**config.mk**
```make
export PLATFORM = sky130hd
export DESIGN_NAME = instr_decode
export DESIGN_NICKNAME = d
export VERILOG_FILES = /design/src/rtl/instr_decode.sv
export SDC_FILE = /design/constraint.sdc
export NUM_CORES = 1
export LEC_CHECK = 0
export CORE_ASPECT_RATIO = 1.5
export CORE_UTILIZATION = 30
export DETAILED_ROUTE_END_ITERATION = 10
export SLEW_MARGIN = 20
export SYNTH_ARGS = -nofsm -noshare
export SYNTH_HDL_FRONTEND = slang
export SYNTH_SLANG_ARGS = --single-unit
export TNS_END_PERCENT = 10
```
**constraint.sdc**
```tcl
create_clock -name CLOCK_50 -period 24.9 [get_ports CLOCK_50]
set_clock_uncertainty 0.1 [all_clocks]
set_input_delay 2.49 -clock CLOCK_50 [delete_from_list [all_inputs] [get_ports CLOCK_50]]
set_output_delay 2.49 -clock CLOCK_50 [all_outputs]
set_load 0.02 [all_outputs]
```
**src/rtl/instr_decode.sv**
```systemverilog
// rtl/instr_decode.sv - decode/issue stage: register file, busy scoreboard, zero-overhead loop; optional ID_BYPASS_EN
// ID_BYPASS_EN: forward a same-cycle writeback to the source operands instead of stalling.
module instr_decode #(
    parameter int LCW = 16
) (
    input  logic        CLOCK_50,
    input  logic        reset,
    input  logic [31:0] id_instr,
    input  logic [15:0] id_pc,
    input  logic        ex_stall,
    input  logic        wb_en,
    input  logic [3:0]  wb_rd,
    input  logic [31:0] wb_data,
    output logic        Stall,
    output logic        Loop,
    output logic [15:0] PC_in,
    output logic        ex_valid,
    output logic [3:0]  ex_op,
    output logic [3:0]  ex_rd,
    output logic [31:0] ex_a,
    output logic [31:0] ex_b,
    output logic [15:0] ex_imm,
    output logic [15:0] ex_pc,
    output logic        illegal
);
    localparam logic [3:0] OP_NOP     = 4'd0;
    localparam logic [3:0] OP_ADD     = 4'd1;
    localparam logic [3:0] OP_SUB     = 4'd2;
    localparam logic [3:0] OP_ADDI    = 4'd3;
    localparam logic [3:0] OP_LD      = 4'd4;
    localparam logic [3:0] OP_ST      = 4'd5;
    localparam logic [3:0] OP_LOOPSET = 4'd6;
    localparam logic [3:0] OP_LOOP    = 4'd7;

    logic [3:0]  op, rd, rs, rt;
    logic [15:0] imm;

    assign op  = id_instr[31:28];
    assign rd  = id_instr[27:24];
    assign rs  = id_instr[23:20];
    assign rt  = id_instr[19:16];
    assign imm = id_instr[15:0];

    logic [31:0]    regs [16];
    logic [15:0]    busy, busy_next;
    logic [LCW-1:0] lcnt;
    logic           squash;

    logic uses_rs, uses_rt, writes_rd, issues, is_illegal, b_is_imm;
    logic wb_hit_rs, wb_hit_rt, rs_blocked, rt_blocked;
    logic hazard, fire, take;
    logic [31:0] rs_val, rt_val, b_val;

    always_comb begin
        uses_rs    = 1'b0;
        uses_rt    = 1'b0;
        writes_rd  = 1'b0;
        issues     = 1'b0;
        is_illegal = 1'b0;
        case (op)
            OP_ADD, OP_SUB: begin
                uses_rs = 1'b1; uses_rt = 1'b1; writes_rd = 1'b1; issues = 1'b1;
            end
            OP_ADDI, OP_LD: begin
                uses_rs = 1'b1; writes_rd = 1'b1; issues = 1'b1;
            end
            OP_ST: begin
                uses_rs = 1'b1; uses_rt = 1'b1; issues = 1'b1;
            end
            OP_NOP, OP_LOOPSET, OP_LOOP: ;
            default: is_illegal = 1'b1;
        endcase
    end

    assign b_is_imm  = (op == OP_ADDI) || (op == OP_LD);
    assign wb_hit_rs = wb_en && (wb_rd == rs) && (rs != 4'd0);
    assign wb_hit_rt = wb_en && (wb_rd == rt) && (rt != 4'd0);

`ifdef ID_BYPASS_EN
    assign rs_blocked = busy[rs] && !wb_hit_rs;
    assign rt_blocked = busy[rt] && !wb_hit_rt;
    assign rs_val     = wb_hit_rs ? wb_data : regs[rs];
    assign rt_val     = wb_hit_rt ? wb_data : regs[rt];
`else
    // A value landing this cycle is not yet in regs; wait one cycle and read it from there.
    assign rs_blocked = busy[rs] || wb_hit_rs;
    assign rt_blocked = busy[rt] || wb_hit_rt;
    assign rs_val     = regs[rs];
    assign rt_val     = regs[rt];
`endif

    // A squashed slot is discarded, so its operands can never hold up fetch.
    assign hazard = !squash && ((uses_rs && rs_blocked) || (uses_rt && rt_blocked));
    assign Stall  = hazard || ex_stall;
    assign fire   = !Stall;
    assign take   = fire && !squash;
    assign Loop   = take && (op == OP_LOOP) && (lcnt != '0);
    assign PC_in  = imm;
    assign b_val  = b_is_imm ? {16'h0000, imm} : rt_val;

    always_comb begin
        busy_next = busy;
        if (wb_en)
            busy_next[wb_rd] = 1'b0;
        if (take && writes_rd && (rd != 4'd0))
            busy_next[rd] = 1'b1;
    end

    always_ff @(posedge CLOCK_50 or posedge reset) begin
        if (reset) begin
            for (int i = 0; i < 16; i++)
                regs[i] <= '0;
            busy     <= '0;
            lcnt     <= '0;
            squash   <= 1'b0;
            illegal  <= 1'b0;
            ex_valid <= 1'b0;
            ex_op    <= '0;
            ex_rd    <= '0;
            ex_a     <= '0;
            ex_b     <= '0;
            ex_imm   <= '0;
            ex_pc    <= '0;
        end else begin
            if (wb_en && (wb_rd != 4'd0))
                regs[wb_rd] <= wb_data;
            busy    <= busy_next;
            illegal <= take && is_illegal;
            if (fire)
                squash <= Loop;
            if (take && (op == OP_LOOPSET))
                lcnt <= LCW'(imm);
            else if (Loop)
                lcnt <= lcnt - LCW'(1);
            if (!ex_stall) begin
                if (take && issues) begin
                    ex_valid <= 1'b1;
                    ex_op    <= op;
                    ex_rd    <= rd;
                    ex_a     <= rs_val;
                    ex_b     <= b_val;
                    ex_imm   <= imm;
                    ex_pc    <= id_pc;
                end else begin
                    ex_valid <= 1'b0;
                    ex_op    <= '0;
                    ex_rd    <= '0;
                    ex_a     <= '0;
                    ex_b     <= '0;
                    ex_imm   <= '0;
                    ex_pc    <= '0;
                end
            end
        end
    end
endmodule

```
-- After elaboration in Yosys (flattened, before gate mapping)
Index checks and enable logic that the tools add are counted.
- register bits: 651
- latch bits: 0
- RAM bits: 0
- memory bits (read-only): 0
- input bits: 88
- output and inout bits: 124
- word-level logic and storage cells: 123
- memories kept: 0
- $add $sub $neg: 1
- $mul: 0
- div/mod/pow operators: 0
- magnitude comparators: 10
- equal/unequal tests: 9
- shift operators: 0
- mux-type cells: 33
- bitwise logic cells: 6
- reduce and logical (&&, ||, !) cells: 37
- operators by type and width (kind ; number):
    bitwise mux 512 bit ; 1
    binary-select mux 32 bit (select 4 bit) ; 2
    two-way mux 32 bit ; 8
    demux 32 bit (select 4 bit) ; 1
    two-way mux 16 bit ; 6
    < comparator 4 x 5 -> 1 bit, second input constant ; 4
    logical AND 1 bit ; 19
    bitwise AND 16 bit ; 1
    equality test 4 x 3 -> 1 bit, second input constant ; 4
    NOT 16 bit ; 1
    OR 16 bit ; 1
    nonzero test 16 bit ; 1
    nonzero test 4 bit ; 4
    subtractor 16 x 1 -> 16 bit, second input constant ; 1
    greater-or-equal comparator 5 bit, second input constant ; 3
    NOT 4 -> 5 bit ; 3
    two-way mux 1 bit ; 9
    binary-select mux 1 bit (select 4 bit) ; 2
    demux 1 bit (select 4 bit) ; 2
    equality test 4 x 2 -> 1 bit, second input constant ; 2
    equality test 4 bit ; 2
    greater-or-equal comparator 4 x 1 -> 1 bit, second input constant ; 2
    two-way mux 4 bit ; 2
    OR reduction 8 bit ; 1
    other kinds (9) ; 14

-- Longest topological paths before layout
Gate-level depths: netlist (run 1).
- depth after elaboration: 14
- depth in mapped cells: 10
- mapped depth without buffers: 8

-- Worst setup path after synthesis (run 1)
OpenSTA, ideal clock, no wires.
- path type: input -> output
- start point: input port id_instr[28]
- end point: output port Stall
- arrival: 3.880 ns
- data required time: 22.310 ns
- slack: 18.430 ns
- cell stages on the path: 7
- buffers on the path: 1
- path through: buf_2 or4b_1 o31ai_1 o211ai_1 and4_4 a21oi_1 or2_2
- longest elaborated chain between the ends: 7
- elaborated cells on any way between the ends: 14
- classes of those cells: eq/ne: 5; mux: 2; reduce/logical: 7
- ends and longest elaborated chain (item ; RTL line ; text):
    start: declaration ; 8 ; input logic [31:0] id_instr,
    equality test 4 x 2 -> 1 bit (tied with other cells) ; 60 ; case (op)
    OR reduction 5 bit (no line) / OR reduction 3 bit (equally long branches) ; n/a ;
    two-way mux 1 bit ; 60 ;
    logical AND 1 bit ; 93 ; assign hazard = !squash && ((uses_rs && rs_blocked) || (uses_rt && rt_blocked));
    logical OR 1 bit * ; 93 ;
    logical AND 1 bit * ; 93 ;
    logical OR 1 bit * ; 94 ; assign Stall = hazard || ex_stall;
    end: declaration ; 14 ; output logic Stall,
Mark *: on every way between the ends. The rest lies on a longest branch, timed or not.

-- Worst setup path after layout (run 1)
- start point: input port id_instr[23]
- end point: output port Stall
- longest elaborated chain between the ends: 8
- elaborated cells on any way between the ends: 11
- classes of those cells: eq/ne: 1; mux: 2; reduce/logical: 8
- ends and longest elaborated chain (item ; RTL line ; text):
    parallel branches: the longest is 3 deep, another holds binary-select mux 1 bit (select 4 bit) ; n/a ;
    logical OR 1 bit * ; 86 ; assign rs_blocked = busy[rs] || wb_hit_rs;
    logical AND 1 bit * ; 93 ;
    logical OR 1 bit * ; 93 ;
    logical AND 1 bit * ; 93 ;
    logical OR 1 bit * ; 94 ;
Mark *: on every way between the ends. The select of a mux whose other input is x is not followed.

==> results of run 1 <==
-- logic make-up after synthesis --
kind of cell	Yosys count	share of synthesized area, %
multiplexers	848	35.4
flip-flops	651	49.2
AO/OA/AOI/OAI	340	7.08
buffers and inverters	313	4.11
AND/OR/NAND/NOR	274	4.03
XOR/XNOR	6	0.159
adder cells (fa/ha/maj)	1	0.0378
-- cells in the mapped netlist (3+ instances only) --
master / n
sky130_fd_sc_hd__o21ai_1: 19
sky130_fd_sc_hd__and2_1: 4
sky130_fd_sc_hd__a221o_1: 4
sky130_fd_sc_hd__a211oi_1: 16
sky130_fd_sc_hd__or2_2: 3
sky130_fd_sc_hd__o31ai_1: 57
sky130_fd_sc_hd__mux4_2: 208
sky130_fd_sc_hd__a21oi_1: 38
sky130_fd_sc_hd__nor2b_1: 22
sky130_fd_sc_hd__nand2b_1: 11
sky130_fd_sc_hd__inv_1: 44
sky130_fd_sc_hd__clkbuf_1: 170
sky130_fd_sc_hd__a22oi_1: 7
sky130_fd_sc_hd__o22ai_1: 49
sky130_fd_sc_hd__nor2_1: 26
sky130_fd_sc_hd__or3_1: 3
sky130_fd_sc_hd__o221ai_1: 65
sky130_fd_sc_hd__mux2_2: 500
sky130_fd_sc_hd__dfrtp_1: 651
sky130_fd_sc_hd__buf_2: 62
sky130_fd_sc_hd__o21ai_0: 58
sky130_fd_sc_hd__o311ai_0: 3
sky130_fd_sc_hd__mux2i_1: 140
sky130_fd_sc_hd__xnor2_1: 5
sky130_fd_sc_hd__nand3_1: 29
sky130_fd_sc_hd__buf_1: 8
sky130_fd_sc_hd__o41ai_1: 6
sky130_fd_sc_hd__nor3_1: 9
sky130_fd_sc_hd__nor3_2: 3
sky130_fd_sc_hd__buf_4: 24
sky130_fd_sc_hd__o211ai_1: 6
sky130_fd_sc_hd__nand4_1: 8
sky130_fd_sc_hd__nand2_1: 136
-- registers in the layout (all words and copies together), names as in the netlist --
register / cells
busy: 16
ex_a: 32
ex_b: 32
ex_imm: 16
ex_op: 4
ex_pc: 16
ex_rd: 4
ex_valid: 1
illegal: 1
lcnt: 16
regs: 512
squash: 1
-- layout make-up --
| type | count | area share, % |
|---|---|---|
| diodes | 2 | 0.0131 |
| clock buffers | 89 | 4.63 |
| clock inverters | 23 | 0.621 |
| inverters | 45 | 0.461 |
| multi-input cells | 1469 | 40.7 |
| flip-flops and latches | 651 | 42.6 |
| well taps | 1425 | 4.66 |
| repair buffers | 250 | 6.35 |
-- per-stage QoR --
step           total power, W  hold slack [ns]
4_1_cts               0.00308            0.301
2_1_floorplan         0.00190            0.345
6_report              0.00305            0.302
3_3_place_gp          0.00209            0.281
5_1_grt               0.00319            0.312
3_5_place_dp          0.00211            0.286
-- report_power, final --
group	total (W)	internal (W)	leakage (nW)	switching (W)
logic	0.000663	0.000382	6.49	0.000280
clock network	0.000964	0.000534	1.01	0.000430
registers	0.00143	0.00127	8.20	0.000158
total	0.00305	0.00218	15.7	0.000868
-- routing by layer --
metal | wire length, um | part of all wire (%) | up-vias
li1 | - | - | 9258
met1 | 41900 | 42 | 11550
met2 | 50200 | 50 | 589
met3 | 5320 | 5.3 | 190
met4 | 3240 | 3.2 | 16
met5 | 111 | 0.11 | -
-- path summary, 6_finish.rpt --
check	cells after the start	slack [ns]	to	startpoint
max	9	16.60	Stall	id_instr[23]
min reg2reg	0	0.30	regs[502]	regs[502]
min	0	0.30	regs[502]	regs[502]
max reg2reg	7	21.86	ex_a[9]	busy[6]
min in group asynchronous	2	2.27	regs[283]	reset
max in group asynchronous	5	19.45	regs[387]	reset
==> flow_summary.html, run 1 <==
<table>
<tr><th>Metric</th><th>Value</th></tr>
<tr><th colspan="2">CTS</th></tr>
<tr><td>TritonCTS Buffers</td><td>60</td></tr>
<tr><td>Maximum count of clock buffers along a single path</td><td>3</td></tr>
<tr><td>Clock sink count</td><td>651</td></tr>
<tr><td>CTS H-tree depth</td><td>2</td></tr>
<tr><td>Clock tree from TritonCTS</td><td>done</td></tr>
<tr><td>Clock slew at reported path FFs</td><td>approximately 0.07 ns</td></tr>
<tr><td>Insertion delay to the later sink of the worst-skew pair</td><td>approximately 0.66 ns</td></tr>
<tr><td>PostCTS Resize Cnt</td><td>0</td></tr>
<tr><td>Clock tree root buffer cell</td><td>sky130_fd_sc_hd__clkbuf_16</td></tr>
<tr><td>Count of hold buffers inserted by post-cts repair</td><td>0</td></tr>
<tr><td>Post-CTS setup buffer count</td><td>0</td></tr>
<tr><th colspan="2">Setup path</th></tr>
<tr><td>Kind of end point of the critical path</td><td>primary output</td></tr>
<tr><td>Cells traversed along the worst timing path</td><td>buf_2, buf_4, inv_2, and3_1, nor4_1, a41oi_2, a21oi_1, or2_2, clkdlybuf4s50_1</td></tr>
<tr><td>Highest fanout seen on the critical path</td><td>40</td></tr>
<tr><td>Highest-delay cell along the critical path</td><td>sky130_fd_sc_hd__inv_2</td></tr>
<tr><td>Cell family with the largest share of critical-path delay</td><td>buffers and inverters</td></tr>
<tr><td>Data required time at the worst endpoint</td><td>22.31 ns</td></tr>
<tr><td>Worst Path Class, Setup</td><td>in -&gt; out</td></tr>
<tr><td>Bufs and invs on worst path</td><td>4</td></tr>
<tr><td>Arrival time at the worst endpoint</td><td>between 5 and 6 ns</td></tr>
<tr><td>Setup crit start kind</td><td>input port</td></tr>
<tr><td>Crit-path max cell delay</td><td>0.63 ns</td></tr>
<tr><th colspan="2">Place</th></tr>
<tr><td>DP Wirelength</td><td>roughly 60000 um</td></tr>
<tr><td>Cell area after placement</td><td>36200 um2</td></tr>
<tr><td>Placed cells</td><td>3840</td></tr>
<tr><td>Placement-stage worst setup slack</td><td>16.59 ns</td></tr>
<tr><td>Routability Congestion</td><td>0.824</td></tr>
<tr><td>IO buf count</td><td>211</td></tr>
<tr><th colspan="2">Synthesis</th></tr>
<tr><td>Number of nets in the synthesized netlist</td><td>2522</td></tr>
<tr><td>Synth Register Bits</td><td>651</td></tr>
<tr><td>Cell taking the most area after synthesis</td><td>sky130_fd_sc_hd__dfrtp_1</td></tr>
<tr><td>Library cells used by synthesis</td><td>66</td></tr>
<tr><td>Proportion of synthesized chip area in sequential cells</td><td>49.2%</td></tr>
<tr><td>Post-synthesis instance area</td><td>33100 um2</td></tr>
<tr><td>Area share of the leading cell type in the synthesized netlist</td><td>about half</td></tr>
<tr><td>Count of warnings emitted by yosys</td><td>0</td></tr>
<tr><td>Mean Syn Cell Area</td><td>13.6 um2</td></tr>
<tr><td>Async set or reset register ratio after synthesis</td><td>100%</td></tr>
<tr><td>Largest cells by area after synthesis</td><td>sky130_fd_sc_hd__dfrtp_1 (49%), sky130_fd_sc_hd__mux2_2 (17%), sky130_fd_sc_hd__mux4_2 (14%), sky130_fd_sc_hd__mux2i_1 (4.2%), sky130_fd_sc_hd__clkbuf_1 (1.9%)</td></tr>
<tr><td>Count of flip-flops with a built-in enable after synthesis</td><td>0</td></tr>
<tr><td>Post-Syn Instances</td><td>2433</td></tr>
<tr><td>Post-synth top flop</td><td>sky130_fd_sc_hd__dfrtp_1</td></tr>
<tr><th colspan="2">Detailed routing</th></tr>
<tr><td>Detail-routed net length per standard cell</td><td>around 25 um</td></tr>
<tr><td>Final WL</td><td>101000 um</td></tr>
<tr><td>Detailed Route Iter0 Violations</td><td>1336</td></tr>
<tr><td>Remaining antenna violation count</td><td>0</td></tr>
<tr><td>Remaining routing DRC violations</td><td>0</td></tr>
<tr><td>Count of vias placed by the detailed router</td><td>21603</td></tr>
<tr><td>Via count normalized by instance count</td><td>5.46</td></tr>
<tr><td>1st-pass router iterations</td><td>5</td></tr>
<tr><th colspan="2">STA</th></tr>
<tr><td>Setup ws final</td><td>16.60 ns</td></tr>
<tr><td>Unrepaired setup endpoints after global routing</td><td>false</td></tr>
<tr><td>Shortest clock period the worst path allows after layout</td><td>8.30 ns</td></tr>
<tr><td>Total Neg Setup Slack</td><td>0 ns</td></tr>
<tr><td>Slew at the pin closest to its max-slew limit</td><td>1.18 ns</td></tr>
<tr><td>Setup-failing EPs final</td><td>0</td></tr>
<tr><td>Final worst path period share</td><td>between 30% and 40%</td></tr>
<tr><td>Worst slew margin</td><td>21.4%</td></tr>
<tr><td>Max Slew Vio Count</td><td>0</td></tr>
<tr><td>Timing-limited maximum frequency</td><td>0.120 GHz</td></tr>
<tr><td>Final hold viol count</td><td>0</td></tr>
<tr><th colspan="2">Final layout</th></tr>
<tr><td>Flip-flop and latch area</td><td>16300 um2</td></tr>
<tr><td>Multi-input combinational cell area</td><td>between 15000 and 20000 um2</td></tr>
<tr><td>Post-layout nets</td><td>2566</td></tr>
<tr><td>Post-route non-filler standard cell count</td><td>a little under 4000</td></tr>
<tr><td>Layout area overhead</td><td>15.6%</td></tr>
<tr><td>Final standard cell area without fillers</td><td>between 30000 and 40000 um2</td></tr>
<tr><td>Post-layout util</td><td>35.1%</td></tr>
<tr><td>Share of layout cells above drive strength 1</td><td>35.1%</td></tr>
<tr><td>Most common library cell in the layout ignoring fill and taps</td><td>sky130_fd_sc_hd__dfrtp_1</td></tr>
<tr><td>Layout fillers</td><td>roughly 11000</td></tr>
<tr><td>Commonest cells after routing, fill and taps aside</td><td>sky130_fd_sc_hd__dfrtp_1 (651), sky130_fd_sc_hd__mux2_2 (500), sky130_fd_sc_hd__mux4_2 (208)</td></tr>
<tr><th colspan="2">Die</th></tr>
<tr><td>Die H</td><td>409 um</td></tr>
<tr><td>Die ar.</td><td>112000 um2</td></tr>
<tr><td>Core area</td><td>109000 um2</td></tr>
<tr><td>Die Wd</td><td>around 270 um</td></tr>
<tr><td>Initial Util</td><td>between 30% and 40%</td></tr>
<tr><td>Num ports</td><td>about 210</td></tr>
<tr><td>Row cnt</td><td>~150</td></tr>
<tr><th colspan="2">Global routing</th></tr>
<tr><td>Routing usage on met1</td><td>between 20% and 30%</td></tr>
<tr><td>Met3 global-route usage</td><td>3.09%</td></tr>
<tr><td>Number of antenna violations at the first check in global routing</td><td>14</td></tr>
<tr><td>GR Layer Usage met2</td><td>30.7%</td></tr>
<tr><td>Sum of overflow across all layers after global routing</td><td>0</td></tr>
<tr><td>Most Used Layer, Global Route</td><td>met2</td></tr>
<tr><td>Largest net degree at the start of global routing</td><td>143</td></tr>
<tr><td>Vias in the first global route</td><td>22686</td></tr>
<tr><td>Tot GR Track Use</td><td>18.0%</td></tr>
<tr><td>Global-route wire length before repair</td><td>151000 um</td></tr>
<tr><th colspan="2">Flow run</th></tr>
<tr><td>Max-cap check violation count</td><td>0</td></tr>
<tr><th colspan="2">Power and ir drop</th></tr>
<tr><td>Power Density</td><td>79.8 nW/um2</td></tr>
<tr><td>Highest ir drop seen on vdd</td><td>0.0649 mV</td></tr>
<tr><td>Leakage</td><td>15.7 nW</td></tr>
<tr><th colspan="2">Min path</th></tr>
<tr><td>Hold WC Path Type</td><td>reg -&gt; reg</td></tr>
<tr><th colspan="2">Run status</th></tr>
<tr><td>Result of the run</td><td>finished clean</td></tr>
</table>
(Power assumes the default switching activity.)
==> run 2, diff against run 1 <==
==> constraint.sdc (replaced) <==
create_clock -name CLOCK_50 -period 7.9 [get_ports CLOCK_50]
set_clock_uncertainty 0.1 [all_clocks]
set_input_delay 0.79 -clock CLOCK_50 [delete_from_list [all_inputs] [get_ports CLOCK_50]]
set_output_delay 0.79 -clock CLOCK_50 [all_outputs]
set_load 0.02 [all_outputs]
==> run 2 against run 1 <==
Design area barely moved. Count of clock-buffer cells in the layout fell by 3. Register-to-register slack got worse by 17 ns. Via count fell by 0.15%. Critical endpoint unchanged.
==> flow_summary.html, run 2 (synthesized netlist as in run 1, its figures left out) <==
<table>
<tr><th>Metric</th><th>Value</th></tr>
<tr><th colspan="2">Power and ir drop</th></tr>
<tr><td>Power share of the combinational group</td><td>21.7%</td></tr>
<tr><td>Highest ir drop seen on vdd</td><td>0.188 mV</td></tr>
<tr><td>Sequential fraction of design power</td><td>46.9%</td></tr>
<tr><td>Internal power summed over all cells</td><td>0.00686 W</td></tr>
<tr><td>Switching power of the nets</td><td>0.00271 W</td></tr>
<tr><td>Leakage</td><td>15.7 nW</td></tr>
<tr><td>Relative contribution of the clock network to total power</td><td>31.4%</td></tr>
<tr><td>Switching Share</td><td>roughly 28%</td></tr>
<tr><td>Overall power consumption</td><td>around 0.0096 W</td></tr>
<tr><td>Power Density</td><td>250 nW/um2</td></tr>
<tr><th colspan="2">CTS</th></tr>
<tr><td>Post-CTS setup buffer count</td><td>0</td></tr>
<tr><td>PostCTS Resize Cnt</td><td>0</td></tr>
<tr><td>CTS H-tree depth</td><td>2</td></tr>
<tr><td>Clock tree from TritonCTS</td><td>done</td></tr>
<tr><td>Clock tree root buffer cell</td><td>sky130_fd_sc_hd__clkbuf_16</td></tr>
<tr><td>TritonCTS Buffers</td><td>60</td></tr>
<tr><td>Clock slew at reported path FFs</td><td>~0.060 ns</td></tr>
<tr><td>Maximum count of clock buffers along a single path</td><td>3</td></tr>
<tr><td>Count of hold buffers inserted by post-cts repair</td><td>0</td></tr>
<tr><td>Insertion delay to the later sink of the worst-skew pair</td><td>between 0.6 and 0.7 ns</td></tr>
<tr><td>Clock sink count</td><td>651</td></tr>
<tr><th colspan="2">Setup path</th></tr>
<tr><td>Data required time at the worst endpoint</td><td>between 7 and 8 ns</td></tr>
<tr><td>Worst Path Class, Setup</td><td>in -&gt; out</td></tr>
<tr><td>R2r worst-path depth</td><td>7</td></tr>
<tr><td>Cells traversed along the worst timing path</td><td>buf_4, buf_4, mux2_2, o31ai_1, nor4_1, a41oi_2, a21oi_1, or2_2, clkdlybuf4s50_1</td></tr>
<tr><td>Highest-delay cell along the critical path</td><td>sky130_fd_sc_hd__buf_4</td></tr>
<tr><td>Arrival time at the worst endpoint</td><td>4.08 ns</td></tr>
<tr><td>Crit-path max cell delay</td><td>0.79 ns</td></tr>
<tr><td>Worst path most repeated cell</td><td>sky130_fd_sc_hd__buf_4</td></tr>
<tr><td>Setup crit start kind</td><td>input port</td></tr>
<tr><td>Highest fanout seen on the critical path</td><td>46</td></tr>
<tr><td>Kind of end point of the critical path</td><td>primary output</td></tr>
<tr><th colspan="2">STA</th></tr>
<tr><td>Worst hold slack across all endpoints</td><td>between 0.2 and 0.3 ns</td></tr>
<tr><td>Setup ws final</td><td>2.93 ns</td></tr>
<tr><td>Final worst path period share</td><td>62.9%</td></tr>
<tr><td>Max Slew Vio Count</td><td>0</td></tr>
<tr><td>Final hold viol count</td><td>0</td></tr>
<tr><td>Shortest clock period the worst path allows after layout</td><td>approximately 5.0 ns</td></tr>
<tr><td>Worst slew margin</td><td>~22%</td></tr>
<tr><td>Unrepaired setup endpoints after global routing</td><td>false</td></tr>
<tr><td>Setup-failing EPs final</td><td>0</td></tr>
<tr><td>Timing-limited maximum frequency</td><td>0.201 GHz</td></tr>
<tr><td>Slew at the pin closest to its max-slew limit</td><td>1.16 ns</td></tr>
<tr><th colspan="2">Place</th></tr>
<tr><td>IO buf count</td><td>211</td></tr>
<tr><td>Routability Congestion</td><td>0.836</td></tr>
<tr><td>Cell area after placement</td><td>~36000 um2</td></tr>
<tr><td>Placement-stage worst setup slack</td><td>2.88 ns</td></tr>
<tr><td>DP Wirelength</td><td>59700 um</td></tr>
<tr><th colspan="2">Final layout</th></tr>
<tr><td>Layout area overhead</td><td>15.6%</td></tr>
<tr><td>Flip-flop count of the largest register after layout</td><td>512</td></tr>
<tr><td>Final standard cell area without fillers</td><td>38300 um2</td></tr>
<tr><td>Layout fillers</td><td>between 10000 and 15000</td></tr>
<tr><td>Commonest cells after routing, fill and taps aside</td><td>sky130_fd_sc_hd__dfrtp_1 (651), sky130_fd_sc_hd__mux2_2 (500), sky130_fd_sc_hd__mux4_2 (208)</td></tr>
<tr><td>Largest Register</td><td>regs</td></tr>
<tr><td>Post-layout util</td><td>roughly a third</td></tr>
<tr><td>Registers with the most flip-flops</td><td>regs (512), ex_a (32), ex_b (32)</td></tr>
<tr><td>Most common library cell in the layout ignoring fill and taps</td><td>sky130_fd_sc_hd__dfrtp_1</td></tr>
<tr><td>Flip-flop and latch area</td><td>16300 um2</td></tr>
<tr><td>Share of layout cells above drive strength 1</td><td>about a third</td></tr>
<tr><td>Multi-input combinational cell area</td><td>15600 um2</td></tr>
<tr><td>Post-layout nets</td><td>2573</td></tr>
<tr><th colspan="2">Flow run</th></tr>
<tr><td>Max-cap check violation count</td><td>0</td></tr>
<tr><th colspan="2">Min path</th></tr>
<tr><td>Worst hold path cell count</td><td>0</td></tr>
<tr><td>Hold WC Path Type</td><td>reg -&gt; reg</td></tr>
<tr><th colspan="2">Global routing</th></tr>
<tr><td>GR Layer Usage met2</td><td>30.7%</td></tr>
<tr><td>Met3 global-route usage</td><td>around 3.3%</td></tr>
<tr><td>Routing usage on met1</td><td>22.3%</td></tr>
<tr><td>Largest net degree at the start of global routing</td><td>around 170</td></tr>
<tr><td>Global-route wire length before repair</td><td>151000 um</td></tr>
<tr><td>Vias in the first global route</td><td>22665</td></tr>
<tr><td>Sum of overflow across all layers after global routing</td><td>0</td></tr>
<tr><td>Most Used Layer, Global Route</td><td>met2</td></tr>
<tr><td>Number of antenna violations at the first check in global routing</td><td>13</td></tr>
<tr><td>Tot GR Track Use</td><td>17.8%</td></tr>
<tr><th colspan="2">Detailed routing</th></tr>
<tr><td>Final WL</td><td>99700 um</td></tr>
<tr><td>Count of vias placed by the detailed router</td><td>approximately 22000</td></tr>
<tr><td>Via count normalized by instance count</td><td>5.44</td></tr>
<tr><td>Remaining antenna violation count</td><td>0</td></tr>
<tr><td>1st-pass router iterations</td><td>7</td></tr>
<tr><td>Remaining routing DRC violations</td><td>0</td></tr>
<tr><td>Detail-routed net length per standard cell</td><td>25.2 um</td></tr>
<tr><td>Detailed Route Iter0 Violations</td><td>1470</td></tr>
<tr><th colspan="2">Run status</th></tr>
<tr><td>Result of the run</td><td>finished clean</td></tr>
<tr><th colspan="2">Die</th></tr>
<tr><td>Core area</td><td>109000 um2</td></tr>
<tr><td>Row cnt</td><td>148</td></tr>
<tr><td>Die Wd</td><td>~270 um</td></tr>
<tr><td>Die H</td><td>409 um</td></tr>
<tr><td>Num ports</td><td>212</td></tr>
<tr><td>Die ar.</td><td>112000 um2</td></tr>
<tr><td>Initial Util</td><td>30.4%</td></tr>
</table>
run 2: area by class of cell:
| cell class | count | share of cell area, % |
|---|---|---|
| clock inverters | 26 | 0.788 |
| inverters | 45 | 0.451 |
| clock buffers | 86 | 4.41 |
| multi-input cells | 1469 | 40.7 |
| diodes | 3 | 0.0196 |
| flip-flops and latches | 651 | 42.6 |
| well taps | 1425 | 4.66 |
| repair buffers | 257 | 6.42 |
run 2: metal layers:
layer	share of wire [%]	vias up	wire length (um)
met5	0.082	-	82
li1	-	9265	-
met1	41	11517	40700
met4	2.9	14	2940
met2	50	616	50000
met3	5.9	159	5850
run 2: path summary, 6_finish.rpt:
check,start,to,slack (ns)
worst max-delay path,id_instr[21],Stall,2.93
worst min-delay path,regs[492],regs[492],0.30
worst max register to register,busy[4],ex_a[10],4.68
worst min register to register,regs[492],regs[492],0.30
max in group asynchronous,reset,regs[506],5.29
min in group asynchronous,reset,regs[37],0.47
run 2: power by group through the flow:
stage	Clock [W]	Sequential, W	Combinational [W]
after floorplan	0	0.00444	0.00154
after detailed placement	0	0.00454	0.00209
after global placement	0	0.00450	0.00205
after CTS	0.00308	0.00448	0.00210
after global routing	0.00320	0.00458	0.00224
final	0.00301	0.00449	0.00208
run 2: worst max-delay path: cells and delay by family:
family / cells / cell delay [ns]
buf+inv: 3 / 1.81
compound gates: 3 / 0.61
mux: 1 / 0.41
simple gates: 2 / 0.39
run 2: through the flow:
| step | setup TNS, ns | std cells |
|---|---|---|
| global placement | 0 | 3847 |
| finish | 0 | 3962 |
| floorplan | -1228.17 | 2433 |
| detailed placement | 0 | 3847 |
| global route | 0 | 3961 |
| CTS | 0 | 3959 |
==> run 3, diff against run 2 <==
==> constraint.sdc (replaced) <==
create_clock -name CLOCK_50 -period 4.1 [get_ports CLOCK_50]
set_clock_uncertainty 0.1 [all_clocks]
set_input_delay 0.41 -clock CLOCK_50 [delete_from_list [all_inputs] [get_ports CLOCK_50]]
set_output_delay 0.41 -clock CLOCK_50 [all_outputs]
set_load 0.02 [all_outputs]
==> run 3 against run 2 <==
Sequential power rose by 92%. Combinational power rose by 95%. Total power rose by 96%. Routed wire length rose by 2.4%. Design area rose by 1.7%. Core utilization rose by 0.59 points. Worst setup slack got worse by 2.4 ns. Register-to-register slack got worse by 3.3 ns. Critical endpoint is now Loop.
==> flow_summary.html, run 3 (synthesized netlist as in run 1, its figures left out) <==
<table>
<tr><th>Metric</th><th>Value</th></tr>
<tr><th colspan="2">Setup path</th></tr>
<tr><td>Register-to-Register Setup Slack</td><td>1.40 ns</td></tr>
<tr><td>Cell family with the largest share of critical-path delay</td><td>simple AND/OR/NAND/NOR gates</td></tr>
<tr><td>Setup crit start kind</td><td>flop</td></tr>
<tr><td>Data required time at the worst endpoint</td><td>around 3.6 ns</td></tr>
<tr><td>Beginning of the worst register-to-register path</td><td>busy[4]</td></tr>
<tr><td>Highest fanout seen on the critical path</td><td>10</td></tr>
<tr><td>Highest-delay cell along the critical path</td><td>sky130_fd_sc_hd__clkdlybuf4s50_1</td></tr>
<tr><td>Kind of end point of the critical path</td><td>primary output</td></tr>
<tr><td>Arrival time at the worst endpoint</td><td>3.03 ns</td></tr>
<tr><td>End of the worst register-to-register path</td><td>ex_a[8]</td></tr>
<tr><td>Crit-path max cell delay</td><td>0.58 ns</td></tr>
<tr><td>Worst Path Class, Setup</td><td>reg -&gt; out</td></tr>
<tr><td>Bufs and invs on worst path</td><td>2</td></tr>
<tr><td>R2r worst-path depth</td><td>7</td></tr>
<tr><td>Cells traversed along the worst timing path</td><td>or4_4, or3_4, o211ai_4, inv_1, clkdlybuf4s50_1</td></tr>
<tr><th colspan="2">Power and ir drop</th></tr>
<tr><td>Sequential fraction of design power</td><td>45.9%</td></tr>
<tr><td>Leakage</td><td>16.0 nW</td></tr>
<tr><td>Relative contribution of the clock network to total power</td><td>between 30% and 40%</td></tr>
<tr><td>Switching Share</td><td>27.7%</td></tr>
<tr><td>Highest ir drop seen on vdd</td><td>0.331 mV</td></tr>
<tr><td>Power share of the combinational group</td><td>21.6%</td></tr>
<tr><td>Overall power consumption</td><td>approximately 0.019 W</td></tr>
<tr><td>Power Density</td><td>483 nW/um2</td></tr>
<tr><td>Switching power of the nets</td><td>0.00522 W</td></tr>
<tr><td>Internal power summed over all cells</td><td>0.0136 W</td></tr>
<tr><th colspan="2">CTS</th></tr>
<tr><td>Post-CTS setup buffer count</td><td>0</td></tr>
<tr><td>Clock slew at reported path FFs</td><td>0.07 ns</td></tr>
<tr><td>PostCTS Resize Cnt</td><td>0</td></tr>
<tr><td>CTS H-tree depth</td><td>2</td></tr>
<tr><td>Clock sink count</td><td>651</td></tr>
<tr><td>TritonCTS Buffers</td><td>59</td></tr>
<tr><td>Clock tree root buffer cell</td><td>sky130_fd_sc_hd__clkbuf_16</td></tr>
<tr><td>Insertion delay to the later sink of the worst-skew pair</td><td>between 0.6 and 0.7 ns</td></tr>
<tr><td>Count of hold buffers inserted by post-cts repair</td><td>0</td></tr>
<tr><td>Clock tree from TritonCTS</td><td>done</td></tr>
<tr><td>Maximum count of clock buffers along a single path</td><td>3</td></tr>
<tr><th colspan="2">Global routing</th></tr>
<tr><td>Largest net degree at the start of global routing</td><td>97</td></tr>
<tr><td>Sum of overflow across all layers after global routing</td><td>0</td></tr>
<tr><td>Routing usage on met1</td><td>23.4%</td></tr>
<tr><td>Number of antenna violations at the first check in global routing</td><td>15</td></tr>
<tr><td>Tot GR Track Use</td><td>18.3%</td></tr>
<tr><td>GR Layer Usage met2</td><td>31.1%</td></tr>
<tr><td>Global-route wire length before repair</td><td>~150000 um</td></tr>
<tr><td>Vias in the first global route</td><td>approximately 23000</td></tr>
<tr><td>Most Used Layer, Global Route</td><td>met2</td></tr>
<tr><td>Met3 global-route usage</td><td>2.95%</td></tr>
<tr><th colspan="2">Final layout</th></tr>
<tr><td>Largest Register</td><td>regs</td></tr>
<tr><td>Flip-flop count of the largest register after layout</td><td>roughly 510</td></tr>
<tr><td>Registers with the most flip-flops</td><td>regs (512), ex_a (32), ex_b (32)</td></tr>
<tr><td>Layout area overhead</td><td>17.5%</td></tr>
<tr><td>Post-layout nets</td><td>2601</td></tr>
<tr><td>Commonest cells after routing, fill and taps aside</td><td>sky130_fd_sc_hd__dfrtp_1 (651), sky130_fd_sc_hd__mux2_2 (500), sky130_fd_sc_hd__mux4_2 (208)</td></tr>
<tr><td>Most common library cell in the layout ignoring fill and taps</td><td>sky130_fd_sc_hd__dfrtp_1</td></tr>
<tr><td>Share of layout cells above drive strength 1</td><td>36.3%</td></tr>
<tr><th colspan="2">Die</th></tr>
<tr><td>Row cnt</td><td>148</td></tr>
<tr><td>Die ar.</td><td>between 100000 and 150000 um2</td></tr>
<tr><td>Die H</td><td>409 um</td></tr>
<tr><td>Die Wd</td><td>273 um</td></tr>
<tr><td>Num ports</td><td>212</td></tr>
<tr><td>Core area</td><td>109000 um2</td></tr>
<tr><td>Initial Util</td><td>a little under a third</td></tr>
<tr><th colspan="2">Place</th></tr>
<tr><td>DP Wirelength</td><td>62700 um</td></tr>
<tr><td>Routability Congestion</td><td>0.840</td></tr>
<tr><td>IO buf count</td><td>211</td></tr>
<tr><th colspan="2">STA</th></tr>
<tr><td>Unrepaired setup endpoints after global routing</td><td>false</td></tr>
<tr><td>Final worst path period share</td><td>86.4%</td></tr>
<tr><td>Total Neg Setup Slack</td><td>0 ns</td></tr>
<tr><td>Slew at the pin closest to its max-slew limit</td><td>~1.1 ns</td></tr>
<tr><td>Max Slew Vio Count</td><td>0</td></tr>
<tr><td>Setup-failing EPs final</td><td>0</td></tr>
<tr><td>Final hold viol count</td><td>0</td></tr>
<tr><td>Timing-limited maximum frequency</td><td>0.282 GHz</td></tr>
<tr><td>Worst slew margin</td><td>24.1%</td></tr>
<tr><td>Shortest clock period the worst path allows after layout</td><td>3.54 ns</td></tr>
<tr><th colspan="2">Min path</th></tr>
<tr><td>Hold WC Path Type</td><td>in -&gt; reg</td></tr>
<tr><td>Hold Crit Start</td><td>ex_stall</td></tr>
<tr><td>Capture endpoint of the worst hold path</td><td>ex_imm[7]</td></tr>
<tr><td>Worst hold path cell count</td><td>3</td></tr>
<tr><th colspan="2">Flow run</th></tr>
<tr><td>Max-cap check violation count</td><td>0</td></tr>
<tr><th colspan="2">Run status</th></tr>
<tr><td>Result of the run</td><td>finished clean</td></tr>
<tr><th colspan="2">Detailed routing</th></tr>
<tr><td>1st-pass router iterations</td><td>7</td></tr>
<tr><td>Count of vias placed by the detailed router</td><td>21969</td></tr>
<tr><td>Via count normalized by instance count</td><td>5.50</td></tr>
<tr><td>Detail-routed net length per standard cell</td><td>roughly 26 um</td></tr>
<tr><td>Final WL</td><td>102000 um</td></tr>
<tr><td>Detailed Route Iter0 Violations</td><td>1470</td></tr>
<tr><td>Remaining routing DRC violations</td><td>0</td></tr>
<tr><td>Remaining antenna violation count</td><td>0</td></tr>
</table>
-- run 3: cell types whose count changed in the layout (fill, tap and decap cells not counted) --
cell	change
sky130_fd_sc_hd__clkbuf_8	+8
sky130_fd_sc_hd__clkinv_4	-2
sky130_fd_sc_hd__clkbuf_1	-9
sky130_fd_sc_hd__clkbuf_16	-1
sky130_fd_sc_hd__bufinv_16	+4
sky130_fd_sc_hd__clkinv_8	+1
sky130_fd_sc_hd__clkinvlp_4	-1
sky130_fd_sc_hd__buf_12	+22
sky130_fd_sc_hd__buf_4	+7
sky130_fd_sc_hd__diode_2	+2
sky130_fd_sc_hd__inv_16	-1
-- run 3: metrics by stage --
| stage | hold slack [ns] | std cells | instance area (um2) | setup slack, ns | utilization [%] |
|---|---|---|---|---|---|
| after floorplan | 0.345 | 2433 | 33100 | -5.31 | - |
| after global placement | 0.281 | 3876 | 36800 | 0.506 | 33.8 |
| after detailed placement | 0.287 | 3876 | 36800 | 0.559 | 33.8 |
| after CTS | 0.0163 | 3987 | 38900 | 0.522 | 35.7 |
| after global routing | 0.0521 | 3991 | 38900 | 0.358 | 35.7 |
| final | 0.0490 | 3992 | 38900 | 0.558 | 35.7 |
-- run 3: worst max path at each step --
stage | endpoint | depth (start not counted) | startpoint
final | Loop | 5 | lcnt[12]
after global routing | Loop | 8 | lcnt[0]
after CTS | Loop | 5 | lcnt[12]
after detailed placement | Stall | 8 | id_instr[28]
after global placement | Stall | 8 | id_instr[28]
after floorplan | busy[0] | 1 | reset
-- run 3: worst register-to-register path, delay by kind of cell (launching register included) --
family                 cells  cell delay [ns]
buffers and inverters      1             0.39
AOI/OAI and AO/OA          3             0.83
muxes                      1             0.28
DFF                        1             0.42
and+or+nand+nor            2             0.58
-- run 3: cell type report --
cell class | instances | area, um2
flip-flops and latches | 651 | 16300
multi-input cells | 1469 | 15600
well taps | 1425 | 1780
clock buffers | 84 | 1740
clock inverters | 27 | 393
fillers | 10498 | 70000
diodes | 5 | 12.5
inverters | 45 | 173
repair buffers | 286 | 2950
-- run 3: power groups by stage --
stage          Sequential [W]  Combinational, W  Clock [W]
2_1_floorplan         0.00856           0.00296          0
3_3_place_gp          0.00866           0.00401          0
3_5_place_dp          0.00874           0.00408          0
4_1_cts               0.00862           0.00410    0.00626
5_1_grt               0.00882           0.00438    0.00647
6_report              0.00863           0.00406    0.00611
-- run 3: layer usage --
layer / vias to the layer above / share of wire (%)
li1: 9357 / -
met1: 11745 / 41
met2: 665 / 50
met3: 184 / 5.5
met4: 18 / 3.1
met5: - / 0.10
